## config.mk

```make
export PLATFORM = sky130hd
export DESIGN_NAME = fetch_ctrl
export DESIGN_NICKNAME = d
export VERILOG_FILES = /design/src/rtl/cpu_pkg.sv /design/src/rtl/fetch_ctrl.sv
export SDC_FILE = /design/constraint.sdc
export NUM_CORES = 1
export LEC_CHECK = 0
export ABC_CLOCK_PERIOD_IN_PS = 2900
export BUFFER_PORTS_ARGS = -buffer_cell sky130_fd_sc_hd__buf_4
export CAP_MARGIN = 20
export CORE_ASPECT_RATIO = 0.6
export CORE_MARGIN = 2
export CORE_UTILIZATION = 50
export CTS_CLUSTER_DIAMETER = 60
export DETAILED_ROUTE_END_ITERATION = 6
export GPL_ROUTABILITY_DRIVEN = 1
export HOLD_SLACK_MARGIN = 0.02
export PLACE_DENSITY = 0.84
export SLEW_MARGIN = 5
export SYNTH_ARGS = -nofsm -noshare
export SYNTH_HDL_FRONTEND = slang
export SYNTH_SLANG_ARGS = --single-unit
```

## constraint.sdc

```tcl
create_clock -name clk -period 2.9 [get_ports clk]
set_input_delay 0.29 -clock clk [delete_from_list [all_inputs] [get_ports clk]]
set_output_delay 0.29 -clock clk [all_outputs]
set_load 0.1 [all_outputs]
```

## src/rtl/cpu_pkg.sv

```systemverilog
// Shared CPU definitions: controller state encoding, opcode classes, widths.
package cpu_pkg;

  localparam int unsigned ADDR_W = 8;
  localparam int unsigned DATA_W = 8;
  localparam int unsigned OP_W   = 2;

  // Fetch/execute controller states, 3-bit encoding.
  typedef enum logic [2:0] {
    ST_IDLE     = 3'd0,
    ST_FETCH    = 3'd1,
    ST_DECODE   = 3'd2,
    ST_FETCH_OP = 3'd3,
    ST_EXEC     = 3'd4,
    ST_HALT     = 3'd5
  } state_e;

  // Opcode class lives in the top two bits of the instruction byte.
  localparam logic [OP_W-1:0] OP_ALU  = 2'b00;
  localparam logic [OP_W-1:0] OP_JMP  = 2'b01;
  localparam logic [OP_W-1:0] OP_JZ   = 2'b10;
  localparam logic [OP_W-1:0] OP_HALT = 2'b11;

  // Extract the opcode class from an instruction byte.
  function automatic logic [OP_W-1:0] opcode_of(input logic [DATA_W-1:0] instr);
    return instr[DATA_W-1 -: OP_W];
  endfunction

endpackage

```

## src/rtl/fetch_ctrl.sv

```systemverilog
// Instruction fetch/decode controller: fetches 1- or 2-byte instructions,
// hands ALU opcodes to the datapath and issues PC increment/load/clear.
module fetch_ctrl
  import cpu_pkg::*;
(
  input  logic              clk,
  input  logic              reset,
  input  logic              run,
  input  logic [ADDR_W-1:0] pc,
  output logic [ADDR_W-1:0] mem_addr,
  output logic              mem_rd,
  input  logic              mem_ready,
  input  logic [DATA_W-1:0] mem_rdata,
  output logic              pc_inc,
  output logic              pc_load,
  output logic [ADDR_W-1:0] pc_load_val,
  output logic              pc_clear,
  input  logic              zero_flag,
  output logic [DATA_W-1:0] ir,
  output logic              exec_valid,
  output logic              halted,
  output logic              busy
);

  state_e            state_q, state_d;
  logic [DATA_W-1:0] ir_q, ir_d;
  logic [DATA_W-1:0] opnd_q, opnd_d;
  logic              clr_done_q;
  logic              pc_clear_q;
  logic [OP_W-1:0]   op;

  // RAM address simply follows the program counter.
  assign mem_addr = pc;
  assign ir       = ir_q;
  assign pc_clear = pc_clear_q;
  assign halted   = (state_q == ST_HALT);
  assign busy     = (state_q != ST_IDLE) && (state_q != ST_HALT);

  // Next-state, latch enables and per-cycle PC/memory commands.
  always_comb begin
    state_d     = state_q;
    ir_d        = ir_q;
    opnd_d      = opnd_q;
    mem_rd      = 1'b0;
    pc_inc      = 1'b0;
    pc_load     = 1'b0;
    pc_load_val = '0;
    exec_valid  = 1'b0;
    op          = opcode_of(ir_q);

    case (state_q)
      ST_IDLE: begin
        // Hold off the first fetch until the post-reset PC clear has landed.
        if (run && clr_done_q) begin
          state_d = ST_FETCH;
        end
      end

      ST_FETCH: begin
        mem_rd = 1'b1;
        if (mem_ready) begin
          ir_d    = mem_rdata;
          pc_inc  = 1'b1;
          state_d = ST_DECODE;
        end
      end

      ST_DECODE: begin
        case (op)
          OP_ALU: begin
            exec_valid = 1'b1;
            state_d    = run ? ST_FETCH : ST_IDLE;
          end
          OP_HALT: state_d = ST_HALT;
          default: state_d = ST_FETCH_OP;
        endcase
      end

      ST_FETCH_OP: begin
        mem_rd = 1'b1;
        if (mem_ready) begin
          opnd_d  = mem_rdata;
          // JMP is about to overwrite the PC, so skipping past the operand is wasted.
          pc_inc  = (op == OP_JZ);
          state_d = ST_EXEC;
        end
      end

      ST_EXEC: begin
        if ((op == OP_JMP) || ((op == OP_JZ) && zero_flag)) begin
          pc_load     = 1'b1;
          pc_load_val = opnd_q;
        end
        state_d = run ? ST_FETCH : ST_IDLE;
      end

      ST_HALT: state_d = ST_HALT;

      default: state_d = ST_IDLE;
    endcase
  end

  // State, instruction/operand registers and the one-shot PC clear after reset.
  always_ff @(posedge clk or posedge reset) begin
    if (reset) begin
      state_q    <= ST_IDLE;
      ir_q       <= '0;
      opnd_q     <= '0;
      clr_done_q <= 1'b0;
      pc_clear_q <= 1'b0;
    end else begin
      state_q    <= state_d;
      ir_q       <= ir_d;
      opnd_q     <= opnd_d;
      clr_done_q <= 1'b1;
      pc_clear_q <= ~clr_done_q;
    end
  end

endmodule

```

# ---- Word-level counts from Yosys, hierarchy flattened
# Cells that the tools add are included.
dict set report totals {
  ff_bits 21
  inputBits 21
  out_inout_bits 31
  wordCells 45
}
dict set report classes {
  eq_ne 12
  n_mux 16
  n_bitwise 1
  n_reduce_logical 11
}
# cell n
set ops {}
lappend ops {{3-bit one-hot mux with 6 select lines} 1}
lappend ops {{8-bit 2-to-1 mux} 2}
lappend ops {{3-bit 2-to-1 mux} 3}
lappend ops {{1-bit 2-to-1 mux} 8}
lappend ops {{3-bit by 2-bit == test with 1-bit output, second input constant} 2}
lappend ops {{3-bit == test, second input constant} 2}
lappend ops {{2-bit inequality test, second input constant} 3}
lappend ops {{3-bit one-hot mux with 2 select lines} 1}
lappend ops {{2-bit == test, second input constant} 2}
lappend ops {{2-bit AND reduction} 2}
lappend ops {{3-bit by 1-bit == test with 1-bit output, second input constant} 1}
lappend ops {{1-bit logical AND} 3}
lappend ops {{3-bit zero test} 1}
lappend ops {{3-bit inequality test, second input constant} 1}
lappend ops {{3-bit AND reduction} 1}
lappend ops {{3-bit nonzero test} 1}
lappend ops {{2-bit by 1-bit == test with 1-bit output, second input constant} 1}
lappend ops {{2-bit zero test} 1}
lappend ops {{1-bit one-hot mux with 2 select lines} 1}
lappend ops {{2-bit OR reduction} 1}
lappend ops {{1-bit logical OR} 1}
lappend ops {{1-bit NOT} 1}

# ---- Longest topological paths before layout
# Gate-level depths: netlist (run 1).
dict set report depth {
  depth_word 5
  mapped_depth 5
  mapped_depth_nobuf 5
}

# ---- Worst setup path after synthesis (run 1)
# No wires, ideal clock.
dict set report synth_timing {
  kind {flip-flop to output port}
  from {register ir_q[7], in the netlist ir[7]}
  to {output pc_load_val[0]}
  arrival_time_ns 3.356
  required_ns 2.610
  setup_slack_ns -0.746
  stages_incl_launch_ff 5
  n_path_buf 0
  cell_sequence {dfrtp_1 -> ha_1 -> a21oi_1 -> nor4_4 -> and2_1}
}
dict set report synth_via {
  elab_chain_len 5
  word_cells_on_any_way 6
  classes_between {eq/ne (2); mux (2); reduce/logical (2)}
}
# element line_no
set synth_lines {}
lappend synth_lines {{from (decl)} fetch_ctrl.sv:26} ;# logic [DATA_W-1:0] ir_q, ir_d;
lappend synth_lines {{from (signal assigned)} fetch_ctrl.sv:113} ;# ir_q <= ir_d;
lappend synth_lines {{2-bit == test} fetch_ctrl.sv:90} ;# if ((op == OP_JMP) || ((op == OP_JZ) && zero_flag)) begin
lappend synth_lines {{1-bit logical AND} fetch_ctrl.sv:90}
lappend synth_lines {{1-bit logical OR *} fetch_ctrl.sv:90}
lappend synth_lines {{8-bit 2-to-1 mux *} fetch_ctrl.sv:90}
lappend synth_lines {{8-bit 2-to-1 mux *} fetch_ctrl.sv:51} ;# case (state_q)
lappend synth_lines {{to (decl)} fetch_ctrl.sv:16} ;# output logic [ADDR_W-1:0] pc_load_val,
# Mark *: on every way between the ends. The rest lies on a longest branch, timed or not.

# ---- Worst setup path in the final report (run 1)
dict set report layout_timing {
  from {register ir_q[7], in the netlist ir[7]}
  to {output pc_load_val[6]}
}
# The elaborated chain is that of the path after synthesis.

==> Implementation_results.wiki, run 1 <==
{| class="wikitable"
! Metric !! Value
|-
| Outcome || finished clean
|-
| DR DRC count || 0
|-
| Maximum clock frequency || 0.429 GHz
|-
| Weighted congestion reported at the end of routability-driven placement || 0.779
|-
| CP delay by family, top || simple AND/OR/NAND/NOR gates
|-
| Clock skew after layout || 0.00109 ns
|-
| Maximum buffer depth of the clock tree || 2
|-
| Buffers added on ports || 35
|-
| Maximum fanout encountered on the critical timing path || 9
|-
| Largest net degree at the start of global routing || 22
|-
| Fin Hold WS || 0.188 ns
|-
| Slew Limit Headroom || 0.457
|-
| Vias in the first global route || 886
|-
| Final ANT Viol Nets || 0
|-
| Final Hold Fails || 0
|-
| Cell area after layout || 1500 um^2
|-
| Data required time at the worst endpoint || 2.61 ns
|-
| Final std cells w/o fill || 154
|-
| Net count reported at finish || 151
|-
| Clock slew at reported path FFs || 0.08 ns
|-
| First drt pass iteration count || 4
|-
| Number of synthesized register bits || 21
|-
| Post-cts repair resize count || 0
|-
| Total clock buffers created by CTS || 3
|-
| Worst setup timing slack at the placement stage || 0.853 ns
|-
| Endpoint kind of the worst setup timing path || output port
|-
| Final Slew Violations || 0
|-
| Placed Cells incl. Taps || 150
|-
| Number of failing setup endpoints in the final timing report || 0
|-
| Area added between synthesis and finish || 24.9%
|-
| Synthesized instance count || 96
|-
| Type of element launching the critical path || flip-flop
|-
| Clock Sinks || 21
|-
| Detailed-placement wirelength estimate || 1890 um
|-
| Via-to-Cell Ratio || 5.24
|-
| Crit path time final || 2.33 ns
|-
| Type of the most critical hold path || in -> async
|-
| Core Box Area || 2210 um^2
|-
| Average cell area after synthesis || 12.5 um^2
|-
| Number of flops mapped to enable cells by yosys || 0
|-
| Starting density of the core || 0.543
|-
| Antenna violations before repair || 0
|-
| Critical path class || reg -> out
|-
| Number of diodes || 0
|-
| Vias || 807
|-
| Height of the die || 42.0 um
|-
| Worst Max-Slew Pin Slew || 0.814 ns
|-
| Worst path slowest cell || sky130_fd_sc_hd__dfrtp_4
|-
| Top flip-flop cell by instance count after synthesis || sky130_fd_sc_hd__dfrtp_1
|-
| Die Wd || 67.3 um
|-
| H-tree depth || 1
|-
| Share of post-route cells with drive strength above 1 || 0.637
|-
| Crit share post-route || 0.804
|-
| Detailed-route wire length || 2490 um
|-
| Number of distinct library cells after synthesis || 31
|-
| Average wire per cell in the routed design || 16.1 um
|-
| Full die area || 2820 um^2
|-
| Post-cts hold buffer count || 0
|-
| Critical path, cell by cell || inv_2 > ha_1 > a21oi_2 > nor4_4 > and2_2 > buf_4
|-
| Fraction of the yosys area taken by sequential cells || 0.438
|-
| Root Buffer || sky130_fd_sc_hd__clkbuf_8
|-
| Clock network latency to the later pin of the worst-skew pair || 0.26 ns
|-
| Placed Instance Area || 1450 um^2
|-
| Post CTS Setup Buffer Count || 0
|-
| Mapped Nets || 122
|-
| TritonCTS clock tree || yes
|-
| GRT Util Overall || 0.201
|-
| Total gr overflow || 0
|-
| DRC violation total after the first TritonRoute iteration || 33
|-
| Crit-path max cell delay || 0.52 ns
|-
| Post-synthesis instance area || 1200 um^2
|-
| First-pass GRT wire length || 4180 um
|-
| Number of top-level design ports || 52
|-
| Number of buffers and inverters on the critical path || 2
|-
| Worst setup margin || 0.568 ns
|-
| Site Rows || 13
|-
| Max-cap violation count || 0
|-
| Async SR Flop Fraction || 1.00
|-
| YS warnings || 0
|-
| RSZ-0062 raised after global routing || no
|-
| Crit path arrival time || 2.04 ns
|}
## worst register-to-register path, delay by kind of cell (launching register included)
| kind | cells | cell delay, ns |
|---|---|---|
| flops | 1 | 0.52 |
| compound gates | 2 | 0.17 |
| buf+inv | 1 | 0.08 |
| simple gates | 1 | 0.52 |
| fa+ha+maj | 1 | 0.25 |
## cell type report
cell class | count | area [um^2]
clock buffer | 3 | 41.3
clock inverter | 1 | 5.00
fill | 173 | 712
inverter | 7 | 28.8
multi-input combinational | 57 | 592
sequential | 21 | 533
tap | 30 | 37.5
timing repair buffer | 35 | 263
## state kept, by name, summed over array words and instances (netlist names)
| signal | flops |
|---|---|
| clr_done_q | 1 |
| ir | 8 |
| opnd_q | 8 |
| pc_clear | 1 |
| state_q | 3 |
## metrics by stage
stage	setup TNS, ns	utilization
after CTS	0	0.678
after global placement	0	0.657
after global routing	0	0.678
final	0	0.678
after detailed placement	0	0.657
after floorplan	-1.62	-
## routing by layer
layer,global-route usage,share of wire
met4,0.0571,0.0056
met3,0.0596,0.064
met5,0,0
met2,0.327,0.50
met1,0.260,0.43
## synth_stat cells, types with 2 or more instances
library cell,n,area (um^2)
sky130_fd_sc_hd__buf_4,10,75.1
sky130_fd_sc_hd__and2b_1,2,15.0
sky130_fd_sc_hd__dfrtp_1,21,526
sky130_fd_sc_hd__nor2b_1,2,12.5
sky130_fd_sc_hd__mux2_4,8,120
sky130_fd_sc_hd__and2_1,9,56.3
sky130_fd_sc_hd__a21oi_1,2,10.0
sky130_fd_sc_hd__inv_1,6,22.5
sky130_fd_sc_hd__nand2_1,2,7.51
sky130_fd_sc_hd__ha_1,5,62.6
sky130_fd_sc_hd__mux2_2,8,90.1
sky130_fd_sc_hd__o21ai_0,2,10.0
## kinds of logic (layout without fill, tap and decap cells)
logic type / count (synthesis) / in the layout / share of synthesized area
multiplexers: 16 / 16 / 0.175
AND/OR/NAND/NOR: 25 / 25 / 0.174
AO/OA/AOI/OAI: 10 / 10 / 0.0646
adder cells (fa/ha/maj): 5 / 5 / 0.0521
buffers and inverters: 18 / 46 / 0.0937
flip-flops: 21 / 21 / 0.437
other: 1 / 1 / 0.00312
## final timing paths
path	end	slack (ns)	startpoint	cells past startpoint
max	pc_load_val[6]	0.57	ir[7]$_DFFE_PP0N_	6
min	ir[2]$_DFFE_PP0N_	0.19	reset	2
max reg2reg	state_q[0]$_DFFE_PP0P_	1.21	ir[6]$_DFFE_PP0N_	5
min reg2reg	pc_clear$_DFF_PP0_	0.42	clr_done_q$_DFF_PP0_	1
max in group asynchronous	ir[6]$_DFFE_PP0N_	2.12	reset	2
min in group clk	opnd_q[4]$_DFFE_PP0P_	0.27	mem_rdata[4]	2
## layout by cell type (no fill, tap or decap)
cell	Yosys	layout
sky130_fd_sc_hd__dfrtp_1	21	19
sky130_fd_sc_hd__clkbuf_8	0	3
sky130_fd_sc_hd__ha_4	0	1
sky130_fd_sc_hd__or4b_1	1	1
sky130_fd_sc_hd__nor4_4	1	1
sky130_fd_sc_hd__and2_2	0	8
sky130_fd_sc_hd__clkinv_2	0	1
sky130_fd_sc_hd__mux2_2	8	8
sky130_fd_sc_hd__a2111oi_0	1	1
sky130_fd_sc_hd__ha_1	5	4
sky130_fd_sc_hd__buf_4	10	35
sky130_fd_sc_hd__nand2_1	2	2
sky130_fd_sc_hd__a21o_1	1	1
sky130_fd_sc_hd__nor2_4	1	1
sky130_fd_sc_hd__inv_2	1	2
sky130_fd_sc_hd__and3b_1	1	1
sky130_fd_sc_hd__and2b_4	1	1
sky130_fd_sc_hd__inv_1	6	4
sky130_fd_sc_hd__mux2_4	8	8
sky130_fd_sc_hd__o211ai_1	1	1
sky130_fd_sc_hd__inv_4	0	1
sky130_fd_sc_hd__a21oi_1	2	1
sky130_fd_sc_hd__o211ai_2	1	1
sky130_fd_sc_hd__a221oi_2	1	1
sky130_fd_sc_hd__and2b_1	2	2
sky130_fd_sc_hd__a21oi_2	0	1
sky130_fd_sc_hd__nor2b_1	2	1
sky130_fd_sc_hd__o21ai_0	2	2
sky130_fd_sc_hd__nor2_1	1	1
sky130_fd_sc_hd__conb_1	1	1
sky130_fd_sc_hd__nand3_4	1	1
sky130_fd_sc_hd__o22ai_1	1	1
sky130_fd_sc_hd__or3_1	1	1
sky130_fd_sc_hd__dfrtp_4	0	2
sky130_fd_sc_hd__nand3b_4	1	1
sky130_fd_sc_hd__nor2b_2	1	2
sky130_fd_sc_hd__and2_1	9	1
Power of run 1 is not shown: default switching activity piles up to over one toggle a cycle in this logic, so the estimate is an artifact.
==> run 2, diff against run 1 <==
--- a/config.mk
+++ b/config.mk
@@ -5,17 +5,17 @@
 export SDC_FILE = /design/constraint.sdc
 export NUM_CORES = 1
 export LEC_CHECK = 0
-export ABC_CLOCK_PERIOD_IN_PS = 2900
+export ABC_CLOCK_PERIOD_IN_PS = 1900
 export BUFFER_PORTS_ARGS = -buffer_cell sky130_fd_sc_hd__buf_4
 export CAP_MARGIN = 20
 export CORE_ASPECT_RATIO = 0.6
 export CORE_MARGIN = 2
-export CORE_UTILIZATION = 50
+export CORE_UTILIZATION = 42
 export CTS_CLUSTER_DIAMETER = 60
 export DETAILED_ROUTE_END_ITERATION = 6
 export GPL_ROUTABILITY_DRIVEN = 1
 export HOLD_SLACK_MARGIN = 0.02
-export PLACE_DENSITY = 0.84
+export PLACE_DENSITY = 0.75
 export SLEW_MARGIN = 5
 export SYNTH_ARGS = -nofsm -noshare
 export SYNTH_HDL_FRONTEND = slang
==> constraint.sdc (replaced) <==
create_clock -name clk -period 1.9 [get_ports clk]
set_input_delay 0.19 -clock clk [delete_from_list [all_inputs] [get_ports clk]]
set_output_delay 0.19 -clock clk [all_outputs]
set_load 0.1 [all_outputs]
==> run 2 against run 1 <==
- the flow now finishes with violations (setup timing)
- global-route usage down 2.1 points
- worst setup slack worse by 0.59 ns
- final area is 17% higher
- cell count is 9.7% higher
- clock skew rose by 0.0018 ns
- first-iteration DRC count grew 9.1%
- register-to-register slack worse by 1.1 ns
- die area increased by 18%
- critical path type unchanged
- critical endpoint unchanged
- highest routed layer is now met3
==> Implementation_results.wiki, run 2 (synthesis results as in run 1) <==
{| class="wikitable"
! Metric !! Value
|-
| Starting density of the core || 0.460 (-0.0828)
|-
| Met2 WL || 1120 um (-10%)
|-
| Launch point of the worst hold path || mem_rdata[1]
|-
| CP delay by family, top || flip-flops
|-
| Final std cells w/o fill || 169 (+9.7%)
|-
| Critical path class || reg -> out
|-
| Cell depth of the worst flop-to-flop path || 6 (+1)
|-
| Detailed-route wire length || 2560 um (+3.1%)
|-
| H-tree depth || 1 (unchanged)
|-
| Most common cell after layout, fill and taps aside || sky130_fd_sc_hd__buf_4
|-
| Crit path arrival time || 1.73 ns (-0.31 ns)
|-
| Height of the die || 45.4 um (+8.2%)
|-
| Maximum fanout encountered on the critical timing path || 5 (-4)
|-
| Crit path time final || 1.92 ns
|-
| Number of failing setup endpoints in the final timing report || 8 (+8)
|-
| Crit share post-route || 1.01
|-
| Die Wd || 73.0 um (+8.6%)
|-
| Worst path most repeated cell || sky130_fd_sc_hd__buf_4
|-
| RSZ-0062 raised after global routing || yes
|-
| Maximum clock frequency || 0.520 GHz
|-
| Top routing layer in use || met3
|-
| Number of buffers and inverters on the critical path || 3 (+1)
|-
| Total gr overflow || 0 (unchanged)
|-
| Number of diodes || 0 (unchanged)
|-
| R2R Path End || state_q[0]$_DFFE_PP0P_
|-
| Clock slew at reported path FFs || 0.08 ns (about the same)
|-
| Final Slew Violations || 0 (unchanged)
|-
| Largest net degree at the start of global routing || 14 (-36%)
|-
| Net count reported at finish || 164 (+8.6%)
|-
| Total clock buffers created by CTS || 3 (unchanged)
|-
| DRC violation total after the first TritonRoute iteration || 36 (+9.1%)
|-
| Crit-path max cell delay || 0.48 ns (-0.04 ns)
|-
| Detailed route wirelength on metal3 || 181 um (+15%)
|-
| GRT Util Overall || 0.180 (-0.0209)
|-
| Via-to-Cell Ratio || 4.83 (-7.9%)
|-
| Weighted congestion reported at the end of routability-driven placement || 0.893 (+15%)
|-
| Outcome || finished, violations left
|-
| Type of element launching the critical path || flip-flop
|-
| Worst setup margin || -0.0237 ns (-0.592 ns)
|-
| Antenna violations before repair || 0 (unchanged)
|-
| Worst setup timing slack at the placement stage || 0.0829 ns (-0.770 ns)
|-
| Share of post-route cells with drive strength above 1 || 0.708 (+0.0709)
|-
| Endpoint kind of the worst setup timing path || output port
|-
| Detailed-routing wirelength on met1 || 1260 um (+18%)
|-
| TritonCTS clock tree || yes
|-
| R2R setup slack || 0.12 ns (-1.09 ns)
|-
| Number of instances on the worst hold path || 2
|-
| Worst path slowest cell || sky130_fd_sc_hd__dfrtp_4
|-
| Full die area || 3320 um^2 (+18%)
|-
| Area added between synthesis and finish || 45.9%
|-
| Site Rows || 14 (+1)
|-
| First drt pass iteration count || 4 (unchanged)
|-
| Maximum buffer depth of the clock tree || 2 (unchanged)
|-
| Critical path, cell by cell || buf_4 > ha_4 > a21oi_4 > nor4_4 > buf_4 > and2_4 > buf_12
|-
| Core Box Area || 2610 um^2 (+18%)
|-
| Core occupancy in the finished layout || 0.672 (-0.00655)
|-
| Top library cells by usage in the layout, fill and taps aside || sky130_fd_sc_hd__buf_4 (37), sky130_fd_sc_hd__dfrtp_1 (16)
|-
| Clock skew after layout || 0.00290 ns (+0.00181 ns)
|-
| Average wire per cell in the routed design || 15.2 um (-6.1%)
|-
| Number of top-level design ports || 52 (unchanged)
|-
| Buffers added on ports || 35 (unchanged)
|-
| Clock Sinks || 21 (unchanged)
|-
| Clock network latency to the later pin of the worst-skew pair || 0.26 ns (about the same)
|-
| Reg-to-reg startpoint || ir[6]$_DFFE_PP0N_
|-
| Detailed-placement wirelength estimate || 1870 um (-1.5%)
|-
| Placed Cells incl. Taps || 159 (+6.0%)
|-
| Failing checks || setup timing
|-
| Max-cap violation count || 0 (unchanged)
|-
| Type of the most critical hold path || in -> reg
|-
| Vias in the first global route || 892 (+0.68%)
|-
| Hold-critical path endpoint || ir[1]$_DFFE_PP0N_
|-
| Vias || 816 (+1.1%)
|-
| Root Buffer || sky130_fd_sc_hd__clkbuf_8
|-
| Slew Limit Headroom || 0.659 (+0.203)
|-
| First-pass GRT wire length || 4360 um (+4.3%)
|-
| Data required time at the worst endpoint || 1.71 ns (-0.90 ns)
|-
| DR DRC count || 0 (unchanged)
|-
| Final ANT Viol Nets || 0 (unchanged)
|-
| Final Hold Fails || 0 (unchanged)
|-
| Worst Max-Slew Pin Slew || 0.498 ns (-0.316 ns)
|}
-- run 2: routing by layer --
layer | GRT usage | vias up
met2 | 0.265 | 29
met4 | 0.0148 | 0
met5 | 0 | -
met1 | 0.270 | 391
li1 | - | 396
met3 | 0.0597 | 0
-- run 2: cell type report --
class | count | area, um^2
multi-input cells | 57 | 627
fillers | 203 | 857
clock inverters | 1 | 5.00
well taps | 32 | 40.0
flip-flops and latches | 21 | 537
inverters | 7 | 28.8
repair buffers | 48 | 474
clock buffers | 3 | 41.3
-- run 2: what timing repair did --
| item | in CTS | in global routing |
|---|---|---|
| gates resized for setup | 34 | 6 |
| buffers inserted | 4 | 2 |
| endpoints found under the setup margin | 9 | 11 |
| hold buffers | 1 | 0 |
| pin swaps | 2 | 0 |
| endpoints found under the hold margin | 11 | 0 |
-- run 2: worst max-delay path by stage --
stage / startpoint / end / slack [ns] / depth (start not counted)
after floorplan: ir[6]$_DFFE_PP0N_ / pc_load_val[0] / -1.10 / 5
after global placement: ir[7]$_DFFE_PP0N_ / pc_load_val[0] / 0.09 / 7
after detailed placement: ir[7]$_DFFE_PP0N_ / pc_load_val[0] / 0.08 / 7
after CTS: ir[7]$_DFFE_PP0N_ / pc_load_val[0] / 0.0005 / 7
after global routing: ir[6]$_DFFE_PP0N_ / pc_load_val[0] / -0.12 / 7
final: ir[7]$_DFFE_PP0N_ / pc_load_val[6] / -0.02 / 7
-- run 2: through the flow --
stage	cell area [um^2]	hold WS, ns	setup TNS, ns
finish	1750	0.169	-0.155
global route	1750	0.152	-0.909
CTS	1720	0.165	0
detailed placement	1520	0.255	0
global placement	1520	0.238	0
floorplan	1250	0.167	-9.81
Power of run 2 is left out for the same reason.
==> run 3, diff against run 2 <==
--- a/config.mk
+++ b/config.mk
@@ -5,17 +5,18 @@
 export SDC_FILE = /design/constraint.sdc
 export NUM_CORES = 1
 export LEC_CHECK = 0
-export ABC_CLOCK_PERIOD_IN_PS = 1900
+export ABC_CLOCK_PERIOD_IN_PS = 2200
 export BUFFER_PORTS_ARGS = -buffer_cell sky130_fd_sc_hd__buf_4
 export CAP_MARGIN = 20
 export CORE_ASPECT_RATIO = 0.6
 export CORE_MARGIN = 2
-export CORE_UTILIZATION = 42
+export CORE_UTILIZATION = 47
 export CTS_CLUSTER_DIAMETER = 60
 export DETAILED_ROUTE_END_ITERATION = 6
 export GPL_ROUTABILITY_DRIVEN = 1
 export HOLD_SLACK_MARGIN = 0.02
-export PLACE_DENSITY = 0.75
+export PLACE_DENSITY = 0.79
+export REMOVE_ABC_BUFFERS = 1
 export SLEW_MARGIN = 5
 export SYNTH_ARGS = -nofsm -noshare
 export SYNTH_HDL_FRONTEND = slang
==> constraint.sdc (replaced) <==
create_clock -name clk -period 2.2 [get_ports clk]
set_input_delay 0.22 -clock clk [delete_from_list [all_inputs] [get_ports clk]]
set_output_delay 0.22 -clock clk [all_outputs]
set_load 0.1 [all_outputs]
==> run 3 against run 2 <==
- routed wire length is 6.2% lower
- non-clock buffer count down 9
- worst hold slack got worse by 0.061 ns
- largest cell class unchanged
- register-to-register slack better by 0.40 ns
- the run now ends clean
- core utilization decreased by 4.1 points
- via count is 1.5% lower
==> Implementation_results.wiki, run 3 (synthesis results as in run 1) <==
{| class="wikitable"
! Metric !! Value
|-
| Clock network latency to the later pin of the worst-skew pair || 0.26 ns (about the same)
|-
| Placed Instance Area || 1430 um^2 (-6.0%)
|-
| Area added between synthesis and finish || 29.6%
|-
| Seq. cell area || 527 um^2 (-1.9%)
|-
| Largest net degree at the start of global routing || 22 (+8)
|-
| R2R Path End || state_q[0]$_DFFE_PP0P_
|-
| First drt pass iteration count || 4 (unchanged)
|-
| Top library cells by usage in the layout, fill and taps aside || sky130_fd_sc_hd__buf_4 (30), sky130_fd_sc_hd__dfrtp_1 (20), sky130_fd_sc_hd__mux2_4 (8), sky130_fd_sc_hd__mux2_2 (8), sky130_fd_sc_hd__and2_1 (8)
|-
| Critical path class || reg -> out
|-
| DRC violation total after the first TritonRoute iteration || 40 (+11%)
|-
| Type of element launching the critical path || flip-flop
|-
| First-pass GRT wire length || 3830 um (-12%)
|-
| Die Wd || 69.3 um (-5.2%)
|-
| Endpoint kind of the worst setup timing path || output port
|-
| Number of top-level design ports || 52 (unchanged)
|-
| Detailed-route wire length || 2410 um (-6.2%)
|-
| Critical path, cell by cell || inv_1 > ha_1 > a21oi_1 > nor4_4 > buf_6 > and2_1 > buf_6
|-
| Height of the die || 43.2 um (-5.0%)
|-
| GRT Util Overall || 0.171 (-0.00881)
|-
| Vias || 804 (-1.5%)
|-
| Multi-input logic area || 566 um^2 (-9.8%)
|-
| Clock skew after layout || 0.00426 ns (+0.00135 ns)
|-
| Weighted congestion reported at the end of routability-driven placement || 0.804 (-9.9%)
|-
| Maximum buffer depth of the clock tree || 2 (unchanged)
|-
| Total negative setup slack || 0 ns (+0.155 ns)
|-
| Type of the most critical hold path || in -> async
|-
| DR DRC count || 0 (unchanged)
|-
| Final Slew Violations || 0 (unchanged)
|-
| Net count reported at finish || 155 (-5.5%)
|-
| Crit share post-route || 0.954
|-
| Data required time at the worst endpoint || 1.98 ns (+0.27 ns)
|-
| Most common cell after layout, fill and taps aside || sky130_fd_sc_hd__buf_4
|-
| Root Buffer || sky130_fd_sc_hd__clkbuf_8
|-
| R2R setup slack || 0.52 ns (+0.40 ns)
|-
| Crit-path max cell delay || 0.42 ns (-0.06 ns)
|-
| Reg-to-reg startpoint || ir[7]$_DFFE_PP0N_
|-
| Worst path most repeated cell || sky130_fd_sc_hd__buf_6
|-
| Max-cap violation count || 0 (unchanged)
|-
| Cell depth of the worst flop-to-flop path || 5 (-1)
|-
| Final ANT Viol Nets || 0 (unchanged)
|-
| Total gr overflow || 0 (unchanged)
|-
| Fin Hold WS || 0.107 ns (-0.0614 ns)
|-
| Worst path slowest cell || sky130_fd_sc_hd__dfrtp_2
|-
| Vias in the first global route || 795 (-11%)
|-
| Fill cell instance count of the final layout || 197 (-3.0%)
|-
| Antenna violations before repair || 0 (unchanged)
|-
| Clock slew at reported path FFs || 0.08 ns (about the same)
|-
| Slew Limit Headroom || 0.470 (-0.189)
|-
| H-tree depth || 1 (unchanged)
|-
| Crit path arrival time || 1.88 ns (+0.15 ns)
|-
| Starting density of the core || 0.486 (+0.0261)
|-
| Clock Sinks || 21 (unchanged)
|-
| Site Rows || 14 (unchanged)
|-
| Total clock buffers created by CTS || 3 (unchanged)
|-
| Maximum fanout encountered on the critical timing path || 9 (+4)
|-
| Final Hold Fails || 0 (unchanged)
|-
| Via-to-Cell Ratio || 5.03 (+4.1%)
|-
| Share of post-route cells with drive strength above 1 || 0.539 (-0.169)
|-
| Buffers added on ports || 35 (unchanged)
|-
| TritonCTS clock tree || yes
|-
| Number of diodes || 0 (unchanged)
|-
| Average wire per cell in the routed design || 15.0 um (-0.88%)
|-
| Number of failing setup endpoints in the final timing report || 0 (-8)
|-
| Core Box Area || 2470 um^2 (-5.4%)
|-
| Full die area || 2990 um^2 (-9.9%)
|-
| Outcome || finished clean
|-
| Maximum clock frequency || 0.476 GHz
|-
| Detailed-placement wirelength estimate || 1770 um (-5.1%)
|-
| Worst Max-Slew Pin Slew || 0.794 ns (+0.296 ns)
|-
| Cell area after layout || 1560 um^2 (-11%)
|-
| Crit path time final || 2.10 ns
|}
[run 3: how the worst max path moves through the flow]
| stage | startpoint | to | cells past startpoint | slack (ns) |
|---|---|---|---|---|
| after floorplan | ir[7]$_DFFE_PP0N_ | pc_load_val[0] | 4 | -1.38 |
| after global placement | ir[6]$_DFFE_PP0N_ | pc_load_val[7] | 6 | 0.41 |
| after detailed placement | ir[6]$_DFFE_PP0N_ | pc_load_val[5] | 6 | 0.32 |
| after CTS | ir[6]$_DFFE_PP0N_ | pc_load_val[5] | 6 | 0.02 |
| after global routing | ir[6]$_DFFE_PP0N_ | pc_load_val[4] | 7 | -0.01 |
| final | ir[6]$_DFFE_PP0N_ | pc_load_val[0] | 7 | 0.10 |
[run 3: stage by stage]
step	std cells	setup slack [ns]	util
CTS	158	0.0153	0.598
finish	160	0.100	0.630
floorplan	85	-1.38	-
global route	160	-0.0136	0.630
global placement	154	0.406	0.580
detailed placement	154	0.316	0.580
[run 3: final cells by class]
cell class                 instances  share of cell area
multi-input combinational         57               0.363
sequential                        21               0.338
timing repair buffer              39               0.227
clock buffer                       4              0.0289
tap                               32              0.0257
inverter                           7              0.0169
[run 3: timing repair]
action / CTS / global route
hold endpoints to repair: 0 / 0
gates resized for setup: 0 / 17
endpoints found under the setup margin: 0 / 8
buffers inserted: 0 / 2
hold buffers: 0 / 0
[run 3: metal layers]
metal	wire, um	global-route usage	share of wire	up-vias
met5	0	0	0	-
met4	33	0.0588	0.014	0
met3	192	0.0808	0.080	6
met2	1070	0.248	0.44	42
met1	1110	0.226	0.46	378
li1	-	-	-	378
[run 3: worst max-delay path: cells and delay by family, from the launching register on]
| kind | cells | cell delay (ns) |
|---|---|---|
| and+or+nand+nor | 2 | 0.45 |
| DFF | 1 | 0.42 |
| adders and majority gates | 1 | 0.17 |
| buffers and inverters | 3 | 0.49 |
| AOI/OAI and AO/OA | 1 | 0.10 |
Power of run 3 is left out for the same reason.
